[src/rtl/ram_access_sequencer.sv]
`timescale 1ns/1ps
// Turns level-style RAM strobes from the megarom host port into single-shot
// request/acknowledge transactions for the external PSRAM/SDRAM controller.
module ram_access_sequencer #(
  parameter int unsigned ADDR_BIT_WIDTH = 22,
  parameter bit          RFSH_ENABLE    = 1'b1
) (
  input  logic                      CLK,
  input  logic                      RESET_n,
  input  logic [ADDR_BIT_WIDTH-1:0] RAM_ADDR,
  input  logic                      RAM_OE_n,
  input  logic                      RAM_WE_n,
  input  logic [7:0]                RAM_DIN,
  input  logic                      RAM_RFSH_n,
  output logic [7:0]                RAM_DOUT,
  output logic                      RAM_VALID,
  output logic                      MEM_REQ,
  output logic                      MEM_WRITE,
  output logic                      MEM_RFSH,
  output logic [ADDR_BIT_WIDTH-1:0] MEM_ADDR,
  output logic [7:0]                MEM_WDATA,
  input  logic                      MEM_ACK,
  input  logic [7:0]                MEM_RDATA,
  output logic                      BUSY
);

  localparam int unsigned DATA_W = 8;

  typedef enum logic [2:0] {
    IDLE    = 3'd0,
    RD_WAIT = 3'd1,
    WR_WAIT = 3'd2,
    RF_WAIT = 3'd3,
    HOLD    = 3'd4
  } state_t;

  state_t                    state, state_nxt;
  logic                      oe_q, we_q, rf_q;
  logic                      rfsh_pend, rfsh_pend_nxt;
  logic                      hold_wr, hold_wr_nxt;
  logic                      req_nxt, write_nxt, rfsh_nxt, valid_nxt;
  logic [ADDR_BIT_WIDTH-1:0] addr_nxt;
  logic [DATA_W-1:0]         wdata_nxt, dout_nxt;
  logic                      access_ok, rfsh_ok, rfsh_take;
  logic                      oe_start, we_start, rf_start;

  // Strobe starts: registered copy high, live input low.
  assign oe_start = oe_q & ~RAM_OE_n;
  assign we_start = we_q & ~RAM_WE_n;
  assign rf_start = rf_q & ~RAM_RFSH_n;

  always_ff @(posedge CLK or negedge RESET_n) begin
    if (!RESET_n) begin
      state     <= IDLE;
      oe_q      <= 1'b1;
      we_q      <= 1'b1;
      rf_q      <= 1'b1;
      rfsh_pend <= 1'b0;
      hold_wr   <= 1'b0;
      MEM_REQ   <= 1'b0;
      MEM_WRITE <= 1'b0;
      MEM_RFSH  <= 1'b0;
      MEM_ADDR  <= '0;
      MEM_WDATA <= '0;
      RAM_DOUT  <= '0;
      RAM_VALID <= 1'b0;
      BUSY      <= 1'b0;
    end else begin
      state     <= state_nxt;
      oe_q      <= RAM_OE_n;
      we_q      <= RAM_WE_n;
      rf_q      <= RAM_RFSH_n;
      rfsh_pend <= rfsh_pend_nxt;
      hold_wr   <= hold_wr_nxt;
      MEM_REQ   <= req_nxt;
      MEM_WRITE <= write_nxt;
      MEM_RFSH  <= rfsh_nxt;
      MEM_ADDR  <= addr_nxt;
      MEM_WDATA <= wdata_nxt;
      RAM_DOUT  <= dout_nxt;
      RAM_VALID <= valid_nxt;
      BUSY      <= (state_nxt != IDLE);
    end
  end

  always_comb begin
    state_nxt   = state;
    hold_wr_nxt = hold_wr;
    req_nxt     = MEM_REQ;
    write_nxt   = MEM_WRITE;
    rfsh_nxt    = MEM_RFSH;
    addr_nxt    = MEM_ADDR;
    wdata_nxt   = MEM_WDATA;
    dout_nxt    = RAM_DOUT;
    valid_nxt   = RAM_VALID;
    access_ok   = 1'b0;
    rfsh_ok     = 1'b0;
    rfsh_take   = 1'b0;

    case (state)
      IDLE: begin
        access_ok = 1'b1;
        rfsh_ok   = 1'b1;
      end
      RD_WAIT: begin
        if (MEM_ACK) begin
          req_nxt     = 1'b0;
          write_nxt   = 1'b0;
          rfsh_nxt    = 1'b0;
          dout_nxt    = MEM_RDATA;
          valid_nxt   = 1'b1;
          hold_wr_nxt = 1'b0;
          state_nxt   = RAM_OE_n ? IDLE : HOLD;
        end
      end
      WR_WAIT: begin
        if (MEM_ACK) begin
          req_nxt     = 1'b0;
          write_nxt   = 1'b0;
          rfsh_nxt    = 1'b0;
          hold_wr_nxt = 1'b1;
          state_nxt   = RAM_WE_n ? IDLE : HOLD;
        end
      end
      RF_WAIT: begin
        if (MEM_ACK) begin
          req_nxt   = 1'b0;
          write_nxt = 1'b0;
          rfsh_nxt  = 1'b0;
          state_nxt = IDLE;
        end
      end
      HOLD: begin
        // Leaving HOLD may take a new access start on the same edge.
        if (hold_wr ? RAM_WE_n : RAM_OE_n) begin
          state_nxt = IDLE;
          access_ok = 1'b1;
          if (!hold_wr) valid_nxt = 1'b0;
        end
      end
      default: state_nxt = IDLE;
    endcase

    if (access_ok && (we_start || ((oe_start) && !RAM_WE_n))) begin
      state_nxt = WR_WAIT;
      req_nxt   = 1'b1;
      write_nxt = 1'b1;
      rfsh_nxt  = 1'b0;
      addr_nxt  = RAM_ADDR;
      wdata_nxt = RAM_DIN;
    end else if (access_ok && oe_start) begin
      state_nxt = RD_WAIT;
      req_nxt   = 1'b1;
      write_nxt = 1'b0;
      rfsh_nxt  = 1'b0;
      addr_nxt  = RAM_ADDR;
      valid_nxt = 1'b0;
    end else if (rfsh_ok && rfsh_pend) begin
      state_nxt = RF_WAIT;
      req_nxt   = 1'b1;
      write_nxt = 1'b0;
      rfsh_nxt  = 1'b1;
      rfsh_take = 1'b1;
    end

    // Refresh starts merge into a single pending flag.
    rfsh_pend_nxt = (rfsh_pend & ~rfsh_take) | (RFSH_ENABLE & rf_start);
  end

endmodule

[config.mk]
export PLATFORM = sky130hd
export DESIGN_NAME = ram_access_sequencer
export DESIGN_NICKNAME = d
export VERILOG_FILES = /design/src/rtl/ram_access_sequencer.sv
export SDC_FILE = /design/constraint.sdc
export NUM_CORES = 1
export LEC_CHECK = 0
export ABC_CLOCK_PERIOD_IN_PS = 2450
export CELL_PAD_IN_SITES_DETAIL_PLACEMENT = 1
export CELL_PAD_IN_SITES_GLOBAL_PLACEMENT = 1
export CORE_ASPECT_RATIO = 1.1
export CORE_MARGIN = 1
export CORE_UTILIZATION = 33
export DETAILED_ROUTE_END_ITERATION = 7
export PLACE_DENSITY = 0.89
export SETUP_SLACK_MARGIN = 0.1
export SYNTH_ARGS = -nofsm -noshare
export SYNTH_HDL_FRONTEND = slang
export SYNTH_SLANG_ARGS = --single-unit
[constraint.sdc]
create_clock -name CLK -period 2.45 [get_ports CLK]
set_clock_uncertainty 0.2 [all_clocks]
set_input_delay 0.3675 -clock CLK [delete_from_list [all_inputs] [get_ports CLK]]
set_output_delay 0.3675 -clock CLK [all_outputs]
set_load 0.1 [all_outputs]
Word level (Yosys, flattened, before mapping)
Index checks and enable logic that the tools add are counted.
Word-level totals
  register bits after elaboration: 51
  output and inout port bits: 43
  word-level logic and storage cells: 82
Cells by class
  eq/ne operators: 6
  multiplexer cells: 37
  bitwise logic cells: 9
  reduce and logical (&&, ||, !) cells: 16
Operator list (number)
  22-bit 2-to-1 mux: 2
  3-bit 2-to-1 mux: 9
  1-bit 2-to-1 mux: 22
  3-bit case mux with 5 select lines: 1
  4-bit nonzero test: 2
  3-bit by 2-bit == test with 1-bit output, second input constant: 2
  1-bit case mux with 2 select lines: 3
  1-bit bitwise AND: 4
  1-bit logical AND: 4
  2-bit inequality test, second input constant: 2
  1-bit inverter: 4
  2-bit AND reduction: 2
  2-bit nonzero test: 2
  3-bit by 1-bit == test with 1-bit output, second input constant: 1
  3-bit == test, second input constant: 1
  3-bit zero test: 1
  3-bit AND reduction: 1
  3-bit nonzero test: 1
  3-bit OR reduction: 1
  1-bit zero test: 1
  1-bit logical OR: 1
  1-bit bitwise OR: 1

Logic depth before layout (Yosys ltp)
Gate-level depths: netlist (run 1).
  depth after elaboration: 9
  depth in mapped cells: 6

Worst setup path after synthesis (run 1)
OpenSTA, ideal clock, no wires.
  kind: register to register
  from: register oe_q
  to: register MEM_ADDR[10]
  library setup time: 0.126 ns
  arrival time: 1.478 ns
  setup slack: 0.645 ns
  stages on the path, launching flop included: 7
  buffers on the path: 2
  period minus slack after synthesis: 1.805 ns
  cells stage by stage: dfstp_2 nor2b_1 a21o_1 and3_1 buf_6 buf_8 mux2_4
On the way
  longest elaborated chain between the ends: 5
  elaborated cells between the ends (all ways): 7
Ends and longest elaborated chain
  start: declaration: line 38  | logic oe_q, we_q, rf_q;
  start signal: assignment: line 70  | oe_q <= RAM_OE_n;
  1-bit bitwise AND *: line 48  | assign oe_start = oe_q & ~RAM_OE_n;
  1-bit logical AND: line 144  | if (access_ok && (we_start || ((oe_start) && !RAM_WE_n))) begin
  1-bit logical OR: line 144
  1-bit logical AND: line 144
  22-bit 2-to-1 mux / 2-bit nonzero test (equally long branches)
  end signal: assignment: line 78  | MEM_ADDR <= addr_nxt;
  end: declaration: line 20  | output logic [ADDR_BIT_WIDTH-1:0] MEM_ADDR,
Every way passes the cells marked *; elsewhere a longest branch is shown, timed or not.
A chain may end at the register's enable or synchronous reset.

Final worst setup path (run 1)
  from: input port RAM_OE_n
  to: register MEM_ADDR[0]
On the way
  longest elaborated chain between the ends: 6
  elaborated cells between the ends (all ways): 11
Ends and longest elaborated chain
  start: declaration: line 11  | input logic RAM_OE_n,
  parallel branches: the longest is 6 deep, another holds 22-bit 2-to-1 mux
Several ways; the timed one is not identified.

==> results of run 1 <==
sequential cells by signal, indices dropped and copies added, names as in the netlist:
name,flops
MEM_WDATA,8
BUSY,1
hold_wr,1
MEM_REQ,1
state,3
MEM_WRITE,1
we_q,1
rfsh_pend,1
RAM_VALID,1
MEM_ADDR,22
rf_q,1
oe_q,1
RAM_DOUT,8
MEM_RFSH,1
cell type report:
class	instances	area share [%]
well taps	80	3.24
multi-input cells	84	25.3
clock inverters	2	0.405
inverters	5	0.608
flip-flops and latches	51	41.5
repair buffers	92	26.6
clock buffers	6	2.35
metrics by stage:
step,std cells,util (%),hold WS (ns)
2_1_floorplan,146,-,-0.128
3_3_place_gp,311,48.0,0.199
3_5_place_dp,311,48.0,0.213
4_1_cts,320,49.5,0.283
5_1_grt,320,49.5,0.283
6_report,320,49.5,0.293
critical path: stages:
cell and delay (ns):
clkdlybuf4s50_1 0.48, nor2b_1 0.19, a21o_1 0.14, and3_1 0.21
buf_12 0.21, mux2_2 0.36
metal layers:
metal	track usage, %	part of all wire [%]	vias up
li1	-	-	693
met1	19.7	42	753
met2	28.9	53	41
met3	2.63	3.9	7
met4	5.56	1.1	0
met5	0	0	-
kinds of logic after synthesis:
family	after synthesis
compound gates	20
buf+inv	11
flops	51
mux	39
simple gates	25
cell usage in the layout (no fill, tap or decap), types with 2 or more instances in the layout:
master,count
dfrtp_1,48
buf_4,46
clkdlybuf4s50_1,42
mux2_2,21
mux2_4,17
o21ai_0,9
nand2_1,6
clkbuf_8,5
inv_1,4
nand2b_1,3
a21oi_1,3
dfstp_2,3
a21o_1,2
nand3_1,2
a31oi_1,2
nor2_1,2
buf_12,2
cells in the mapped netlist:
cell and number:
a21o_1 2, a21oi_1 3, a31oi_1 2, and2_1 1
and3_1 1, buf_2 2, buf_6 3, buf_8 1
dfrtp_1 48, dfstp_2 3, inv_1 4, inv_2 1
mux2_2 21, mux2_4 17, mux2i_1 1, nand2_1 6
nand2b_1 3, nand3_1 2, nand3_2 1, nand3b_1 1
nand4bb_1 1, nor2_1 2, nor2_4 1, nor2b_1 1
nor3_4 1, nor3b_1 1, nor4b_1 1, o2111ai_1 1
o211ai_1 1, o21ai_0 9, o22ai_1 1, o31ai_1 1
or2_1 1, or2_2 1
final timing paths:
path,endpoint,slack [ns],depth (start not counted)
min reg2reg,rfsh_pend,0.30,2
max in group asynchronous,we_q,1.02,3
min in group asynchronous,MEM_ADDR[21],0.41,2
min,rf_q,0.29,1
max reg2reg,MEM_ADDR[0],0.49,5
max,MEM_ADDR[0],0.46,6
==> implementation parameters, run 1 <==
Parameter                              Value

CTS
  H-Tree Level Count ... 2
  Num CTS Buffers ... 5
  Clock transition at the register clock pins on the worst setup and hold paths after CTS ... roughly 0.090 ns
  Buffers inserted during post-CTS setup optimization ... 0
  Clock buffer depth ... 2
  Clock tree from TritonCTS ... yes
  Post-cts gate resize count ... 0
  Number of clock sinks ... 51
  Clock root buffer ... clkbuf_8
  Number of buffers inserted for hold repair after clock tree synthesis ... 1
  Clock insertion delay at the later pin of the skew report ... 0.30 ns

STA
  Slew Limit Fails ... 0
  Number of setup violations in the final report ... 0
  Final-layout setup total negative slack ... 0 ns
  Final worst-path cycle share ... roughly four fifths
  Minimum setup slack in the final design ... ~0.46 ns
  Final hold violation count ... 0
  Actual transition at the worst max-transition pin ... between 0.6 and 0.7 ns
  Relative slew slack ... around 60%
  Upper clock frequency limit ... between 0.5 and 0.6 GHz
  Post-layout minimum cycle time ... 1.99 ns
  RSZ-0062 raised after global routing ... no

Route
  Count of vias placed by the detailed router ... roughly 1.5k
  Count of TritonRoute iterations in the first routing pass ... 3
  DR WL/cell ... between 15 and 20 um
  Post-detailed-route DRC marker count ... 0
  Count of antenna-violating nets left after detailed routing ... 0
  Average vias per placed instance ... about 4.7
  Total Routed Length ... roughly 5200 um
  Violation count after the first detailed-route iteration ... 60

Setup path
  Origin of the worst setup path ... RAM_OE_n
  Critical path startpoint category ... input port
  Sort of element at the end of the critical path ... flip-flop
  Required time of the critical path ... around 2.4 ns
  Source of the worst register-to-register timing path ... oe_q
  Data arrival time of the worst path ... approximately 2.0 ns
  Setup Crit Path Kind ... in2reg
  Largest fanout of any net on the critical path ... 25

Hold path
  Worst hold path startpoint ... RAM_RFSH_n
  Hold/Removal Path Class ... in2reg

Yosys
  Synth top area share ... a little under three fifths
  Compound-gate portion of the synthesized area ... ~5.5%
  Cell variety after synth ... 34
  Xor and xnor area share after synthesis ... 0%
  Cell types with the largest area share after synthesis ... dfrtp_1 56%, mux2_4 12%, mux2_2 11%
  Fraction of the mapped netlist area in adder cells ... 0%
  Share of synthesized area spent on multiplexers ... approximately a quarter
  Library cell with the largest summed area after synthesis ... dfrtp_1
  Total nets after synthesis ... 190
  Yosys warning total ... 0
  Total of flip-flops plus latches after synthesis ... slightly above 50
  Avg Inst Size Synth ... 14.7 um^2
  Post-synthesis share of cell area spent on and, or, nand and nor gates ... under 10%
  Gate count after technology mapping ... 146
  Synthesized area ... approximately 0.0021 mm^2
  Largest family of logic cells by synthesized area ... multiplexers
  Sequential fraction of the synthesis area ... around three fifths

GRT
  Vias in the first global route ... around 1.6k
  Overflow left after global routing ... 0
  Overall routing resource usage ... 16.2%
  Initial antenna violation count ... 0
  First-pass GRT wire length ... around 8400 um
  Largest net degree at the start of global routing ... 28

Final layout
  Design Area, Final ... between 0.003 and 0.004 mm^2
  Final-stage net count ... ~280
  Synth-to-Final Area Change ... 44.3%
  Fraction of layout cells with a size suffix above 1 ... between 40% and 50%
  Filler cell count ... 682
  Combined flip-flop and latch cell area ... ~0.0013 mm^2
  Area occupied by multi-input gates ... about 780 um^2
  Inserted Diodes ... 0

Floorplanning
  Die footprint ... 0.00681 mm^2
  Vertical die dimension ... about 86 um
  Core Area ... approximately 0.0062 mm^2
  Boundary pin count ... 87
  Floorplan row count ... 30
  Initial core utilization ... about a third
  Chip Width ... between 70 and 80 um

Outcome
  Result of the run ... finished clean

Placement
  Placer's final routability congestion estimate ... ~0.76
  IO buf count ... 86
  Setup slack after placement ... 0.142 ns
  Standard cell area after detailed placement ... 0.00299 mm^2
  Placed wire-length estimate after detailed placement ... between 3000 and 4000 um

Flow run
  Total of max-cap violations ... 0
Power of run 1 is not shown: default switching activity piles up to over one toggle a cycle in this logic, so the estimate is an artifact.
==> run 2, diff against run 1 <==
- ABC_CLOCK_PERIOD_IN_PS: 2450 -> 1900
- clock period: 2.45 -> 1.9 ns (I/O delays scaled with it)
==> run 2 against run 1 <==
Against the previous run:
- utilization up 13 points
- hold slack worse by 0.18 ns
- critical path type is now reg2reg
- first-iteration DRC count up 97%
- critical path depth down 1
- register-to-register slack worse by 0.46 ns
- sequential share of layout area down 8.4 points
- clock-buffer cell count up 1
- non-clock buffer count up 16
- setup slack worse by 0.43 ns
==> implementation parameters, run 2 (synthesis gave the netlist of run 1 again) <==
Parameter                              Value

Outcome
  Result of the run ... finished clean

Placement
  Placed wire-length estimate after detailed placement ... about 4700 um
  Standard cell area after detailed placement ... ~0.0036 mm^2
  Setup slack after placement ... -0.312 ns
  IO buf count ... 86
  Placer's final routability congestion estimate ... 0.786

Hold path
  Hold/Removal Path Class ... in2reg

Final layout
  Filler cell count ... 606
  Inserted Diodes ... 0
  Final-stage net count ... around 300
  Number of flip-flops in the largest register ... 22
  Largest registers in the final layout ... MEM_ADDR x22, MEM_WDATA x8, RAM_DOUT x8
  Commonest non-fill, non-tap cell in the layout ... dfrtp_1
  Design Area, Final ... roughly 0.0039 mm^2
  Synth-to-Final Area Change ... 80.8%
  Leading cell types in the layout, fill and taps excluded ... 48 x dfrtp_1, 46 x buf_12, 40 x clkdlybuf4s50_1
  Most flops, register ... MEM_ADDR
  Fraction of layout cells with a size suffix above 1 ... a little under half

Setup path
  Depth of the worst register-to-register path ... 5
  Largest fanout of any net on the critical path ... 7
  Required time of the critical path ... 1.89 ns
  Origin of the worst setup path ... oe_q
  Sort of element at the end of the critical path ... flip-flop
  Critical path startpoint category ... flip-flop
  Slack of the worst reg-to-reg path ... ~0.030 ns
  Setup Crit Path Kind ... reg2reg
  Reg-to-reg endpoint ... MEM_ADDR[4]
  Data arrival time of the worst path ... roughly 1.9 ns
  Worst setup path endpoint ... MEM_ADDR[4]
  Source of the worst register-to-register timing path ... oe_q

Route
  Total Routed Length ... approximately 7100 um
  Violation count after the first detailed-route iteration ... around 120
  Average vias per placed instance ... between 4 and 5
  Count of antenna-violating nets left after detailed routing ... 0
  Count of vias placed by the detailed router ... roughly 1.7k
  Post-detailed-route DRC marker count ... 0
  Count of TritonRoute iterations in the first routing pass ... 4
  DR WL/cell ... approximately 21 um

CTS
  Number of clock sinks ... between 50 and 60
  Clock tree from TritonCTS ... yes
  Num CTS Buffers ... 5
  Clock root buffer ... clkbuf_8
  Clock insertion delay at the later pin of the skew report ... roughly 0.31 ns
  Clock buffer depth ... 2
  Clock transition at the register clock pins on the worst setup and hold paths after CTS ... ~0.09 ns
  H-Tree Level Count ... 2

Flow run
  Total of max-cap violations ... 0

STA
  Actual transition at the worst max-transition pin ... 0.447 ns
  Minimum setup slack in the final design ... just over 0.03 ns
  Final hold violation count ... 0
  RSZ-0062 raised after global routing ... yes
  Final worst-path cycle share ... a little over nine tenths
  Relative slew slack ... between 70% and 80%
  Slew Limit Fails ... 0
  Number of setup violations in the final report ... 0
  Hold Worst Slack ... between 0.1 and 0.15 ns
  Final-layout setup total negative slack ... 0 ns
  Upper clock frequency limit ... ~0.53 GHz
  Post-layout minimum cycle time ... 1.87 ns

Floorplanning
  Floorplan row count ... 30
  Core Area ... between 0.006 and 0.007 mm^2
  Initial core utilization ... around a third
  Boundary pin count ... 87
  Die footprint ... between 0.006 and 0.007 mm^2
  Vertical die dimension ... about 86 um
  Chip Width ... a little under 80 um

GRT
  First-pass GRT wire length ... between 10,000 and 15,000 um
  Vias in the first global route ... 1,903
  Overall routing resource usage ... between 20 and 25%
  Overflow left after global routing ... 0
  Initial antenna violation count ... 0
  Largest net degree at the start of global routing ... 34
-- run 2: changes by cell type in the layout (fill, tap and decap cells not counted), moves of 2 or more --
cell             previous run  this run
buf_16                      0         2
buf_4                      46        15
mux2_2                     21        16
buf_12                      2        46
clkdlybuf4s50_1            42        40
mux2_4                     17        22
-- run 2: worst min-delay path by stage --
stage               cells after the start     endpoint        from  slack, ns
floorplan                               0         BUSY     RESET_n      -0.21
finish                                  2         we_q    RAM_WE_n       0.12
CTS                                     1         rf_q  RAM_RFSH_n       0.20
global placement                        1  RAM_DOUT[1]     RESET_n       0.05
global route                            2         we_q    RAM_WE_n        0.1
detailed placement                      1  RAM_DOUT[1]     RESET_n       0.07
-- run 2: through the flow --
stage	util, %	cells
after floorplan	-	146
after detailed placement	58.1	321
after global routing	62.1	336
final	62.1	336
after CTS	61.2	333
after global placement	58.1	321
-- run 2: timing repair --
action,CTS,global route
buffers inserted,1,2
hold endpoints to repair,18,0
gates cloned,2,1
setup endpoints to repair,23,26
pin swaps,1,0
hold buffers,1,0
resized for setup,12,3
-- run 2: area by class of cell --
| cell class | instances | area (um^2) | share of cell area (%) |
|---|---|---|---|
| repair buffers | 108 | 1550 | 40.1 |
| flip-flops and latches | 51 | 1280 | 33.1 |
| multi-input cells | 84 | 825 | 21.3 |
| well taps | 80 | 100 | 2.59 |
| clock buffers | 7 | 86.3 | 2.23 |
| inverters | 5 | 18.8 | 0.485 |
| clock inverters | 1 | 8.76 | 0.226 |
-- run 2: metal layers --
layer  vias up  wire length [um]  track usage [%]
li1        730                 -                -
met5         -                 0                0
met3         6               309             5.79
met4         0               110             6.90
met2        66              4250             43.1
met1       872              2430             24.2
-- run 2: worst max-delay path, stage by stage, from the launching register on --
cell and delay (ns):
dfstp_2 0.54, nor2b_4 0.14, a21o_1 0.12, and3_4 0.29, buf_12 0.16, mux2_4 0.31
Power of run 2 is left out for the same reason.
